File: config.mk
export PLATFORM = sky130hd
export DESIGN_NAME = wb_arbiter
export DESIGN_NICKNAME = d
export VERILOG_FILES = /design/src/rtl/wb_arbiter.sv
export SDC_FILE = /design/constraint.sdc
export NUM_CORES = 1
export LEC_CHECK = 0
export ABC_AREA = 1
export CORE_ASPECT_RATIO = 0.9
export CORE_MARGIN = 1.5
export CORE_UTILIZATION = 50
export DETAILED_ROUTE_END_ITERATION = 16
export PLACE_DENSITY = 0.81
export SYNTH_ARGS = -nofsm -noshare
export SYNTH_HDL_FRONTEND = slang
export SYNTH_SLANG_ARGS = --single-unit
File: constraint.sdc
create_clock -name i_clk -period 9.25 [get_ports i_clk]
set_input_delay 2.775 -clock i_clk [delete_from_list [all_inputs] [get_ports i_clk]]
set_output_delay 2.775 -clock i_clk [all_outputs]
set_load 0.05 [all_outputs]
File: src/rtl/wb_arbiter.sv
// Writeback arbiter for the integer register file: merges pipeline results with
// buffered multi-cycle results and tracks registers owed by the multi-cycle unit.
module wb_arbiter #(
  parameter  int REG_WIDTH     = 32,
  parameter  int FILE_DEPTH    = 32,
  parameter  int MC_FIFO_DEPTH = 2,
  parameter  int STARVE_LIMIT  = 4,
  localparam int ADDR_WIDTH    = $clog2(FILE_DEPTH)
) (
  input  logic                  i_clk,
  input  logic                  i_reset_n,
  input  logic                  i_pipe_valid,
  input  logic [ADDR_WIDTH-1:0] i_pipe_rd,
  input  logic [REG_WIDTH-1:0]  i_pipe_data,
  output logic                  o_pipe_stall,
  input  logic                  i_mc_valid,
  output logic                  o_mc_ready,
  input  logic [ADDR_WIDTH-1:0] i_mc_rd,
  input  logic [REG_WIDTH-1:0]  i_mc_data,
  input  logic                  i_mc_issue,
  input  logic [ADDR_WIDTH-1:0] i_mc_issue_rd,
  input  logic [ADDR_WIDTH-1:0] i_rs1,
  input  logic [ADDR_WIDTH-1:0] i_rs2,
  output logic                  o_rs_busy,
  output logic                  o_wr_en,
  output logic [ADDR_WIDTH-1:0] o_wr_addr,
  output logic [REG_WIDTH-1:0]  o_wr_data,
  output logic                  o_err
);

  localparam int PTR_W = $clog2(MC_FIFO_DEPTH);
  localparam int CNT_W = $clog2(STARVE_LIMIT + 1);

  logic [ADDR_WIDTH-1:0] fifo_rd_q   [MC_FIFO_DEPTH];
  logic [REG_WIDTH-1:0]  fifo_data_q [MC_FIFO_DEPTH];
  logic [ADDR_WIDTH-1:0] fifo_rd_d   [MC_FIFO_DEPTH];
  logic [REG_WIDTH-1:0]  fifo_data_d [MC_FIFO_DEPTH];
  logic [PTR_W:0]        wr_ptr_q, wr_ptr_d, rd_ptr_q, rd_ptr_d;
  logic [CNT_W-1:0]      starve_q, starve_d;
  logic                  stall_q, stall_d;
  logic [FILE_DEPTH-1:0] busy_q, busy_d;
  logic                  wr_en_q, wr_en_d;
  logic [ADDR_WIDTH-1:0] wr_addr_q, wr_addr_d;
  logic [REG_WIDTH-1:0]  wr_data_q, wr_data_d;
  logic                  err_q, err_d;
  logic                  hold_q, hold_d;
  logic [ADDR_WIDTH-1:0] hold_rd_q, hold_rd_d;
  logic [REG_WIDTH-1:0]  hold_data_q, hold_data_d;

  logic                  empty, full, push, pop, pipe_sel;
  logic [ADDR_WIDTH-1:0] head_rd;
  logic [REG_WIDTH-1:0]  head_data;

  assign empty = (wr_ptr_q == rd_ptr_q);
  assign full  = (wr_ptr_q[PTR_W] != rd_ptr_q[PTR_W]) &&
                 (wr_ptr_q[PTR_W-1:0] == rd_ptr_q[PTR_W-1:0]);
  assign head_rd   = fifo_rd_q[rd_ptr_q[PTR_W-1:0]];
  assign head_data = fifo_data_q[rd_ptr_q[PTR_W-1:0]];

  assign o_mc_ready   = ~full;
  assign o_pipe_stall = stall_q;
  assign o_rs_busy    = busy_q[i_rs1] | busy_q[i_rs2];
  assign o_wr_en      = wr_en_q;
  assign o_wr_addr    = wr_addr_q;
  assign o_wr_data    = wr_data_q;
  assign o_err        = err_q;

  always_comb begin
    fifo_rd_d   = fifo_rd_q;
    fifo_data_d = fifo_data_q;
    wr_ptr_d    = wr_ptr_q;
    rd_ptr_d    = rd_ptr_q;
    starve_d    = starve_q;
    stall_d     = 1'b0;
    busy_d      = busy_q;
    wr_en_d     = 1'b0;
    wr_addr_d   = wr_addr_q;
    wr_data_d   = wr_data_q;

    push     = i_mc_valid & ~full;
    pipe_sel = i_pipe_valid & ~stall_q;
    pop      = ~pipe_sel & ~empty;

    if (pipe_sel) begin
      wr_en_d   = (i_pipe_rd != '0);
      wr_addr_d = i_pipe_rd;
      wr_data_d = i_pipe_data;
    end else if (pop) begin
      wr_en_d   = (head_rd != '0);
      wr_addr_d = head_rd;
      wr_data_d = head_data;
    end

    if (push) begin
      fifo_rd_d[wr_ptr_q[PTR_W-1:0]]   = i_mc_rd;
      fifo_data_d[wr_ptr_q[PTR_W-1:0]] = i_mc_data;
      wr_ptr_d = wr_ptr_q + 1'b1;
    end
    if (pop) rd_ptr_d = rd_ptr_q + 1'b1;

    // Reaching the limit forces one stall cycle in which the FIFO head drains.
    if (pop || empty) begin
      starve_d = '0;
    end else if (pipe_sel) begin
      if (starve_q == CNT_W'(STARVE_LIMIT - 1)) begin
        starve_d = '0;
        stall_d  = 1'b1;
      end else begin
        starve_d = starve_q + 1'b1;
      end
    end

    if (pop) busy_d[head_rd] = 1'b0;
    if (i_mc_issue && (i_mc_issue_rd != '0)) busy_d[i_mc_issue_rd] = 1'b1;
    busy_d[0] = 1'b0;

    // Results for rd=0 are never tracked as busy, so they are exempt from the push check.
    err_d = err_q
          | (i_mc_issue && busy_q[i_mc_issue_rd])
          | (push && (i_mc_rd != '0) && !busy_q[i_mc_rd])
          | (hold_q && i_mc_valid && ((i_mc_rd != hold_rd_q) || (i_mc_data != hold_data_q)));

    hold_d      = i_mc_valid & full;
    hold_rd_d   = i_mc_rd;
    hold_data_d = i_mc_data;
  end

  always_ff @(posedge i_clk) begin
    fifo_rd_q   <= fifo_rd_d;
    fifo_data_q <= fifo_data_d;
    hold_rd_q   <= hold_rd_d;
    hold_data_q <= hold_data_d;
    if (!i_reset_n) begin
      wr_ptr_q  <= '0;
      rd_ptr_q  <= '0;
      starve_q  <= '0;
      stall_q   <= 1'b0;
      busy_q    <= '0;
      wr_en_q   <= 1'b0;
      wr_addr_q <= '0;
      wr_data_q <= '0;
      err_q     <= 1'b0;
      hold_q    <= 1'b0;
    end else begin
      wr_ptr_q  <= wr_ptr_d;
      rd_ptr_q  <= rd_ptr_d;
      starve_q  <= starve_d;
      stall_q   <= stall_d;
      busy_q    <= busy_d;
      wr_en_q   <= wr_en_d;
      wr_addr_q <= wr_addr_d;
      wr_data_q <= wr_data_d;
      err_q     <= err_d;
      hold_q    <= hold_d;
    end
  end

endmodule

==> results of run 1 <==
[registers in the layout, indices dropped and copies added (netlist names)]
register,cells
o_wr_addr,5
busy_q,31
o_wr_data,32
hold_rd_q,5
hold_data_q,32
fifo_data_q,64
starve_q,3
o_wr_en,1
o_err,1
fifo_rd_q,10
wr_ptr_q,2
hold_q,1
o_pipe_stall,1
rd_ptr_q,2
[layout by cell type, fill, tap and decap left out, types with 9 or more instances in the layout]
cell | synthesis | final
a21oi_1 | 97 | 97
clkbuf_16 | 0 | 17
clkdlybuf4s50_1 | 0 | 135
dfxtp_1 | 116 | 116
edfxtp_1 | 74 | 74
inv_1 | 91 | 90
nand2_1 | 266 | 266
nand3_1 | 77 | 77
nor2_1 | 52 | 51
o211ai_1 | 14 | 14
o21ai_0 | 129 | 129
o21ai_2 | 9 | 9
xnor2_1 | 20 | 20
[area by class of cell]
cell class              instances  area (sq um)  area share
inverters                      94           353      0.0337
clock inverters                13           116      0.0111
multi-input cells             709          3380       0.323
well taps                     207           259      0.0247
repair buffers                139          1380       0.132
flip-flops and latches        190          4540       0.434
clock buffers                  18           429      0.0410
[routing by layer]
layer  part of all wire  GRT usage  vias up  wire (um)
met1               0.44      0.369     3489      10100
li1                   -          -     3711          -
met5                  0          0        -          0
met4              0.024     0.0929        0        552
met2               0.45      0.410      341      10300
met3              0.087     0.0619       49       1980
[worst max-delay path by stage]
stage | slack, ns | depth (start not counted) | endpoint
final | 1.07 | 10 | o_rs_busy
after CTS | 1.11 | 10 | o_rs_busy
after floorplan | 2.39 | 8 | o_rs_busy
after detailed placement | 1.13 | 10 | o_rs_busy
after global routing | 0.83 | 10 | o_rs_busy
after global placement | 1.16 | 11 | o_rs_busy
[per-stage QoR]
step | instances | setup slack [ns] | instance area (sq um) | hold slack (ns)
detailed placement | 1339 | 1.13 | 9920 | 0.418
global placement | 1339 | 1.16 | 9920 | 0.417
finish | 1370 | 1.07 | 10500 | 0.433
global route | 1370 | 0.832 | 10500 | 0.451
CTS | 1370 | 1.11 | 10500 | 0.433
floorplan | 1039 | 2.39 | 8470 | 0.405
[where the power goes]
part | internal [mW] | switching (mW)
Combinational | 0.149 | 0.304
Sequential | 0.942 | 0.0296
Clock | 0.371 | 0.318
[cells by family (layout without fill, tap and decap cells)]
logic type,count (synthesis),in the layout,synth area share
simple gates,419,419,0.205
buf+inv,140,264,0.0644
xor+xnor,22,22,0.0228
compound gates,265,265,0.167
flops,190,190,0.537
mux,2,2,0.00236
fa+ha+maj,1,1,0.00148
==> reports/results.ini, run 1 <==
[outcome]
status = completed

[worst_setup_path]
r2r_slack_ns = 6.48
cp-start-kind = input port
crit_buf_inv = 3
cp-startpoint = i_rs1[0]
crit_type = in -> out
crit_required_ns = 6.48
reg2regPathDepth = 10
cp_top_family = buffers and inverters
timing.rr.start = rd_ptr_q[0]
arrival_ns = 5.41
crit_chain = clkdlybuf4s50_1, inv_1, a21oi_1, o21ai_0, nand3_1, nand3_1, nand2_1, a21oi_1, nand2_1, clkdlybuf4s50_1
path_max_fanout = 24
slowest_delay_ns = 0.89
worstSetupEndpointType = output port
cpMaxStageDelayCell = clkdlybuf4s50_1
r2r_end = o_wr_en

[synthesis]
synthTopCellsByArea = dfxtp_1 (27%), edfxtp_1 (26%), nand2_1 (12%)
synth.top_cell.area_share = 0.274
async_reset_ff_frac = 0
yosys.area.top_type = dfxtp_1
synth.avg_cell_area_sq_um = 8.15
ys_seq_area_frac = 0.537
post_synth_num_cell_types = 36
netlist_area_sq_um = 8470
synth_cells = 1039
synth_edf_count = 74
ys_warn_count = 0
synthesis.nets = 1134
synthFlopType = dfxtp_1
yosys-top-cells-count = nand2_1 (266), o21ai_0 (129), dfxtp_1 (116), a21oi_1 (97), inv_1 (91)
yosysMostFrequentCell = nand2_1
ys_ff_latch = 190

[clock_tree]
cts-resized-gates = 0
postCtsSetupBuffers = 0
clk_pin_slew_ns = 0.07
htree_num_levels = 4
clock_tree.buffer_depth = 2
worstSkewPairLatency_ns = 0.43
clock-root-buffer = clkbuf_16
cts_buffers = 17
ctsHoldBuffers = 0
clock_sinks = 190
cts_tree = yes

[detailed_routing]
vias = 7590
final_antenna_net_count = 0
dr.pass1.iters = 5
drt_wl_total_mm = 22.9
vias_per_cell = 5.54
drc = 0
drt_iter0_markers = 636
post_drt_wl_per_cell_um = 16.7

[final_layout]
area_growth_pct = 23.6
n_fill_cell = 1361
fin_util = 0.640
diodes = 0
drive_gt1_frac = 0.0499
fin_nets = 1246

[sta]
post-route-min-period_ns = 8.18
slew_headroom = 0.192
slew_viol_final = 0
period_share = 0.885
setup_violations = 0
rsz0062_at_grt = no
tightest_slew_ns = 1.21
finClkSkew_ns = 0.00997
fin_setup_tns_ns = 0
fmax_mhz = 122
finalHoldViolations = 0

[power_and_ir_drop]
vdd_drop_max_v = 0.000178
powerDensity_nw_per_um2 = 202
power.leakage_nw = 4.07
p_total_mw = 2.11

[grt]
grt_usage = 0.266
grt_pass1_wl_mm = 36.8
grt_max_degree = 66
grt_pass1_vias = 7081
overflow = 0
antenna_found_initial = 0

[floorplan]
start_util = 0.518
rows = 44
die-height_um = 126
coreArea_sq_um = 16400
pin_count = 136
die_area_sq_um = 17700
die_w_um = 140

[place]
dp_hpwl_mm = 15.5
place.gp.congestion = 0.907
buffer_ports.inserted = 135

[min_path]
min_path_cells = 1
hold_start = starve_q[0]
hp-class = reg -> reg
hold_end = starve_q[0]

[job]
max-cap-violations = 0

Note: power is estimated with default switching activity, not from simulation.
==> inputs of run 2 (changes only) <==
--- a/config.mk
+++ b/config.mk
@@ -6,11 +6,13 @@
 export NUM_CORES = 1
 export LEC_CHECK = 0
 export ABC_AREA = 1
+export CELL_PAD_IN_SITES_DETAIL_PLACEMENT = 1
+export CELL_PAD_IN_SITES_GLOBAL_PLACEMENT = 2
 export CORE_ASPECT_RATIO = 0.9
 export CORE_MARGIN = 1.5
-export CORE_UTILIZATION = 50
+export CORE_UTILIZATION = 34
 export DETAILED_ROUTE_END_ITERATION = 16
-export PLACE_DENSITY = 0.81
+export PLACE_DENSITY = 0.91
 export SYNTH_ARGS = -nofsm -noshare
 export SYNTH_HDL_FRONTEND = slang
 export SYNTH_SLANG_ARGS = --single-unit
==> run 2 against run 1 <==
Effect of this change:
- combinational power grew 3%
- clock power up 3.8%
- total power rose by 1.8%
- first-iteration DRC count fell by 28%
- worst hold slack improved by 0.0083 ns
- setup slack got worse by 0.0088 ns
==> reports/results.ini, run 2 (same netlist as run 1, synthesis figures left out) <==
[outcome]
status = completed  ; unchanged

[sta]
slew_headroom = 0.159  ; was 0.192
setup_slack_ns = 1.06  ; was 1.07 ns
slew_viol_final = 0  ; unchanged
rsz0062_at_grt = no  ; unchanged
tightest_slew_ns = 1.26  ; was 1.21 ns
finClkSkew_ns = 0.0156  ; was 0.00997 ns
fmax_mhz = 122  ; about the same
post-route-min-period_ns = 8.19  ; was 8.18 ns
setup_violations = 0  ; unchanged
period_share = 0.886  ; was 0.885
holdWs_ns = 0.441  ; was 0.433 ns
fin_setup_tns_ns = 0  ; unchanged
finalHoldViolations = 0  ; unchanged

[worst_setup_path]
crit_required_ns = 6.48  ; about the same
cpMaxStageDelayCell = clkdlybuf4s50_1  ; unchanged
crit_type = in -> out  ; unchanged
cp_top_family = buffers and inverters  ; unchanged
worstSetupEndpointType = output port  ; unchanged
crit_chain = clkdlybuf4s50_1, inv_1, o21ai_0, o22ai_1, nand2_1, nand2_1, nand2_1, a21oi_1, a21oi_1, nand2_1, clkdlybuf4s50_1  ; was clkdlybuf4s50_1, inv_1, a21oi_1, o21ai_0, nand3_1, nand3_1, nand2_1, a21oi_1, nand2_1, clkdlybuf4s50_1
worst_path_most_repeated_cell = nand2_1
arrival_ns = 5.42  ; was 5.41 ns
slowest_delay_ns = 0.98  ; was 0.89 ns
cp-start-kind = input port  ; unchanged
crit_buf_inv = 3  ; unchanged
path_max_fanout = 27  ; was 24

[final_layout]
drive_gt1_frac = 0.0565  ; was 0.0499
top_register = fifo_data_q  ; unchanged
area_growth_pct = 25.8  ; was 23.6%
n_fill_cell = 2896  ; was 1,361
final_cell_mix = nand2_1 (266), clkdlybuf4s50_1 (135), o21ai_0 (129), dfxtp_1 (115), a21oi_1 (97)  ; was nand2_1 (266), clkdlybuf4s50_1 (135), o21ai_0 (129), dfxtp_1 (116), a21oi_1 (97)
largest_register_ffs = 64  ; unchanged
final_common_cell = nand2_1  ; unchanged
fin_nets = 1251  ; was 1,246
fin_util = 0.438  ; was 0.640

[grt]
overflow = 0  ; unchanged
grt_usage = 0.215  ; was 0.266
grt_pass1_wl_mm = 42.5  ; was 36.8 mm
grt_pass1_vias = 7619  ; was 7,081
grt_max_degree = 65  ; was 66
antenna_found_initial = 2  ; was 0

[detailed_routing]
drt_iter0_markers = 457  ; was 636
drc = 0  ; unchanged
dr.pass1.iters = 4  ; was 5
post_drt_wl_per_cell_um = 18.4  ; was 16.7 um
final_antenna_net_count = 0  ; unchanged
vias = 7596  ; was 7,590
vias_per_cell = 5.14  ; was 5.54
drt_wl_total_mm = 27.2  ; was 22.9 mm

[job]
max-cap-violations = 0  ; unchanged

[power_and_ir_drop]
vdd_drop_max_v = 0.000128  ; was 0.000178 V
power.share.clock = 0.333  ; was 0.326
comb_power_share = 0.217  ; was 0.215
p_total_mw = 2.15  ; was 2.11 mW
powerDensity_nw_per_um2 = 202  ; about the same
swShare = 0.326  ; was 0.308
seqPwrFrac = 0.451  ; was 0.459
power.leakage_nw = 4.10  ; was 4.07 nW
switchingPower_mw = 0.701  ; was 0.652 mW
p_int_mw = 1.45  ; was 1.46 mW

[place]
buffer_ports.inserted = 135  ; unchanged
place.gp.congestion = 0.847  ; was 0.907
dp_slack_ns = 1.07  ; was 1.13 ns
dp_hpwl_mm = 19.2  ; was 15.5 mm

[clock_tree]
cts_buffers = 17  ; unchanged
clock-root-buffer = clkbuf_16  ; unchanged
cts-resized-gates = 0  ; unchanged
cts_tree = yes  ; unchanged
postCtsSetupBuffers = 0  ; unchanged
htree_num_levels = 4  ; unchanged
ctsHoldBuffers = 0  ; unchanged
clk_pin_slew_ns = 0.07  ; about the same
clock_tree.buffer_depth = 2  ; unchanged
worstSkewPairLatency_ns = 0.44  ; was 0.43 ns
clock_sinks = 190  ; unchanged

[floorplan]
die_w_um = 169  ; was 140 um
die_area_sq_um = 25900  ; was 17,700 sq um
start_util = 0.348  ; was 0.518
rows = 54  ; was 44
die-height_um = 153  ; was 126 um
pin_count = 136  ; unchanged
coreArea_sq_um = 24300  ; was 16,400 sq um

[min_path]
hp-class = reg -> reg  ; unchanged

[run 2: cell count changes in the layout (fill, tap and decap cells not counted), moves of 3 or more]
cell | before | now
buf_4 | 4 | 9
clkinv_2 | 5 | 2
inv_8 | 1 | 4
inv_6 | 3 | 7
[run 2: metal layers]
metal / share of wire / wire [um] / vias up / track usage
met4: 0.013 / 358 / 2 / 0.0497
met3: 0.055 / 1510 / 24 / 0.0522
li1: - / - / 3722 / -
met1: 0.48 / 13000 / 3677 / 0.296
met2: 0.45 / 12300 / 171 / 0.339
met5: 0.00048 / 13 / - / 0
[run 2: final cells by class]
cell class | instances | area (sq um) | area share
Inverter | 94 | 353 | 0.0331
Multi-Input combinational cell | 709 | 3380 | 0.318
Timing Repair Buffer | 144 | 1420 | 0.133
Antenna cell | 1 | 2.50 | 0.000235
Tap cell | 308 | 385 | 0.0362
Sequential cell | 190 | 4550 | 0.427
Clock inverter | 15 | 140 | 0.0132
Clock buffer | 17 | 425 | 0.0399
[run 2: power groups by stage]
stage	clock network, mW	logic, mW	registers [mW]
2_1_floorplan	0	0.192	1.08
3_3_place_gp	0	0.457	0.985
3_5_place_dp	0	0.468	0.988
4_1_cts	0.725	0.471	0.970
5_1_grt	0.765	0.508	0.976
6_report	0.715	0.467	0.970
[run 2: worst paths after layout]
path	start	endpoint	slack (ns)	cells past startpoint
max reg2reg	rd_ptr_q[0]	o_wr_en	6.22	10
min reg2reg	starve_q[0]	starve_q[0]	0.44	1
min	starve_q[0]	starve_q[0]	0.44	1
max	i_rs2[0]	o_rs_busy	1.06	11
[run 2: stage by stage]
step | cell area, sq um | cells
2_1_floorplan | 8470 | 1039
3_3_place_gp | 10100 | 1445
3_5_place_dp | 10100 | 1445
4_1_cts | 10700 | 1477
5_1_grt | 10700 | 1477
6_report | 10700 | 1478
==> inputs of run 3 (changes only) <==
--- a/config.mk
+++ b/config.mk
@@ -6,6 +6,7 @@
 export NUM_CORES = 1
 export LEC_CHECK = 0
 export ABC_AREA = 1
+export CAP_MARGIN = 30
 export CELL_PAD_IN_SITES_DETAIL_PLACEMENT = 1
 export CELL_PAD_IN_SITES_GLOBAL_PLACEMENT = 2
 export CORE_ASPECT_RATIO = 0.9
==> run 3 against run 2 <==
Effect of this change:
- via count about the same
- critical endpoint unchanged
- critical path depth unchanged
- first-iteration DRC count up 12%
- utilization up 0.19 points
- highest routed layer unchanged
- combinational power about the same
- total power up 0.87%
- setup slack better by 0.0071 ns
==> reports/results.ini, run 3 (same netlist as run 1, synthesis figures left out) <==
[worst_setup_path]
arrival_ns = 5.41  ; was 5.42 ns
cp_top_family = buffers and inverters  ; unchanged
crit_buf_inv = 3  ; unchanged
cp-start-kind = input port  ; unchanged
worst_path_most_repeated_cell = nand2_1  ; unchanged
crit_type = in -> out  ; unchanged
cpMaxStageDelayCell = clkdlybuf4s50_1  ; unchanged
path_max_fanout = 27  ; unchanged
slowest_delay_ns = 0.97  ; was 0.98 ns
crit_required_ns = 6.48  ; about the same
worstSetupEndpointType = output port  ; unchanged
crit_chain = clkdlybuf4s50_1, inv_1, o21ai_0, o22ai_1, nand2_1, nand2_1, nand2_1, a21oi_1, a21oi_1, nand2_1, clkdlybuf4s50_1  ; unchanged

[floorplan]
pin_count = 136  ; unchanged
rows = 54  ; unchanged
die_w_um = 169  ; unchanged
coreArea_sq_um = 24300  ; unchanged
die-height_um = 153  ; unchanged
die_area_sq_um = 25900  ; unchanged
start_util = 0.348  ; unchanged

[grt]
overflow = 0  ; unchanged
grt_pass1_vias = 7619  ; unchanged
antenna_found_initial = 2  ; unchanged
grt_pass1_wl_mm = 42.2  ; was 42.5 mm
grt_max_degree = 65  ; unchanged
grt_usage = 0.213  ; was 0.215

[clock_tree]
clock_sinks = 190  ; unchanged
worstSkewPairLatency_ns = 0.44  ; about the same
cts_buffers = 17  ; unchanged
clock-root-buffer = clkbuf_16  ; unchanged
cts-resized-gates = 0  ; unchanged
postCtsSetupBuffers = 0  ; unchanged
ctsHoldBuffers = 0  ; unchanged
cts_tree = yes  ; unchanged
htree_num_levels = 4  ; unchanged
clock_tree.buffer_depth = 2  ; unchanged
clk_pin_slew_ns = 0.07  ; about the same

[final_layout]
final-seq-area_sq_um = 4550  ; unchanged
fin_nets = 1252  ; was 1,251
multi_input_area_sq_um = 3380  ; unchanged
final_cell_mix = nand2_1 (266), clkdlybuf4s50_1 (135), o21ai_0 (129), dfxtp_1 (115), a21oi_1 (97)  ; unchanged
n_fill_cell = 2890  ; was 2,896
drive_gt1_frac = 0.0573  ; was 0.0565
stdcell_area_sq_um = 10700  ; about the same
largest_register_ffs = 64  ; unchanged
final_common_cell = nand2_1  ; unchanged
diodes = 0  ; was 1
top_register = fifo_data_q  ; unchanged
area_growth_pct = 26.4  ; was 25.8%

[power_and_ir_drop]
vdd_drop_max_v = 0.000136  ; was 0.000128 V
power.leakage_nw = 4.12  ; was 4.10 nW
powerDensity_nw_per_um2 = 203  ; was 202 nW/um^2

[sta]
slew_viol_final = 0  ; unchanged
fmax_mhz = 122  ; about the same
setup_violations = 0  ; unchanged
post-route-min-period_ns = 8.19  ; about the same
tightest_slew_ns = 0.943  ; was 1.26 ns
holdWs_ns = 0.442  ; was 0.441 ns
fin_setup_tns_ns = 0  ; unchanged
period_share = 0.885  ; was 0.886
finalHoldViolations = 0  ; unchanged
finClkSkew_ns = 0.0137  ; was 0.0156 ns
slew_headroom = 0.371  ; was 0.159
rsz0062_at_grt = no  ; unchanged

[place]
dp_hpwl_mm = 19.2  ; about the same
place.gp.congestion = 0.847  ; unchanged
placed_area_sq_um = 10100  ; about the same
buffer_ports.inserted = 135  ; unchanged

[detailed_routing]
drt_wl_total_mm = 26.9  ; was 27.2 mm
post_drt_wl_per_cell_um = 18.2  ; was 18.4 um
vias = 7599  ; was 7,596
drc = 0  ; unchanged
final_antenna_net_count = 0  ; unchanged
vias_per_cell = 5.14  ; about the same
drt_iter0_markers = 514  ; was 457
dr.pass1.iters = 5  ; was 4

[outcome]
status = completed  ; unchanged

[min_path]
hp-class = reg -> reg  ; unchanged

[job]
max-cap-violations = 0  ; unchanged

[run 3: per-layer routing]
metal	global-route usage	wire, um
met1	0.298	13000
met2	0.339	12200
met3	0.0395	1390
met4	0.0506	348
met5	0	13
[run 3: through the flow]
stage,worst slack (ns),util,power (mW),instances
after floorplan,2.39,-,1.27,1039
after detailed placement,1.07,0.416,1.46,1446
after global routing,0.772,0.440,2.27,1478
after CTS,1.07,0.440,2.19,1478
final,1.06,0.440,2.17,1478
after global placement,1.11,0.415,1.44,1445
[run 3: path summary, 6_finish.rpt]
check	startpoint	to	slack (ns)	cells past startpoint
worst max-delay path	i_rs2[0]	o_rs_busy	1.06	11
worst min-delay path	starve_q[0]	starve_q[0]	0.44	1
worst min register to register	starve_q[0]	starve_q[0]	0.44	1
worst max register to register	rd_ptr_q[0]	o_wr_en	6.20	10
[run 3: cell type report]
class | instances | area share
clock inverters | 14 | 0.0137
well taps | 308 | 0.0360
flip-flops and latches | 190 | 0.425
multi-input cells | 709 | 0.316
repair buffers | 145 | 0.135
inverters | 94 | 0.0330
clock buffers | 18 | 0.0410
[run 3: worst reg2reg max path, stage by stage (launching register included)]
cell and delay [ns]:
dfxtp_2 0.33, buf_4 0.45, inv_1 0.44, buf_4 0.35, or2_1 0.24, o21ai_1 0.19
inv_1 0.18, nor2_2 0.16, nand2_1 0.15, o21ai_1 0.30, a31oi_1 0.14
[run 3: power by group]
group / switching (mW) / internal [mW]
Sequential: 0.0289 / 0.941
Combinational: 0.315 / 0.152
Clock: 0.345 / 0.389
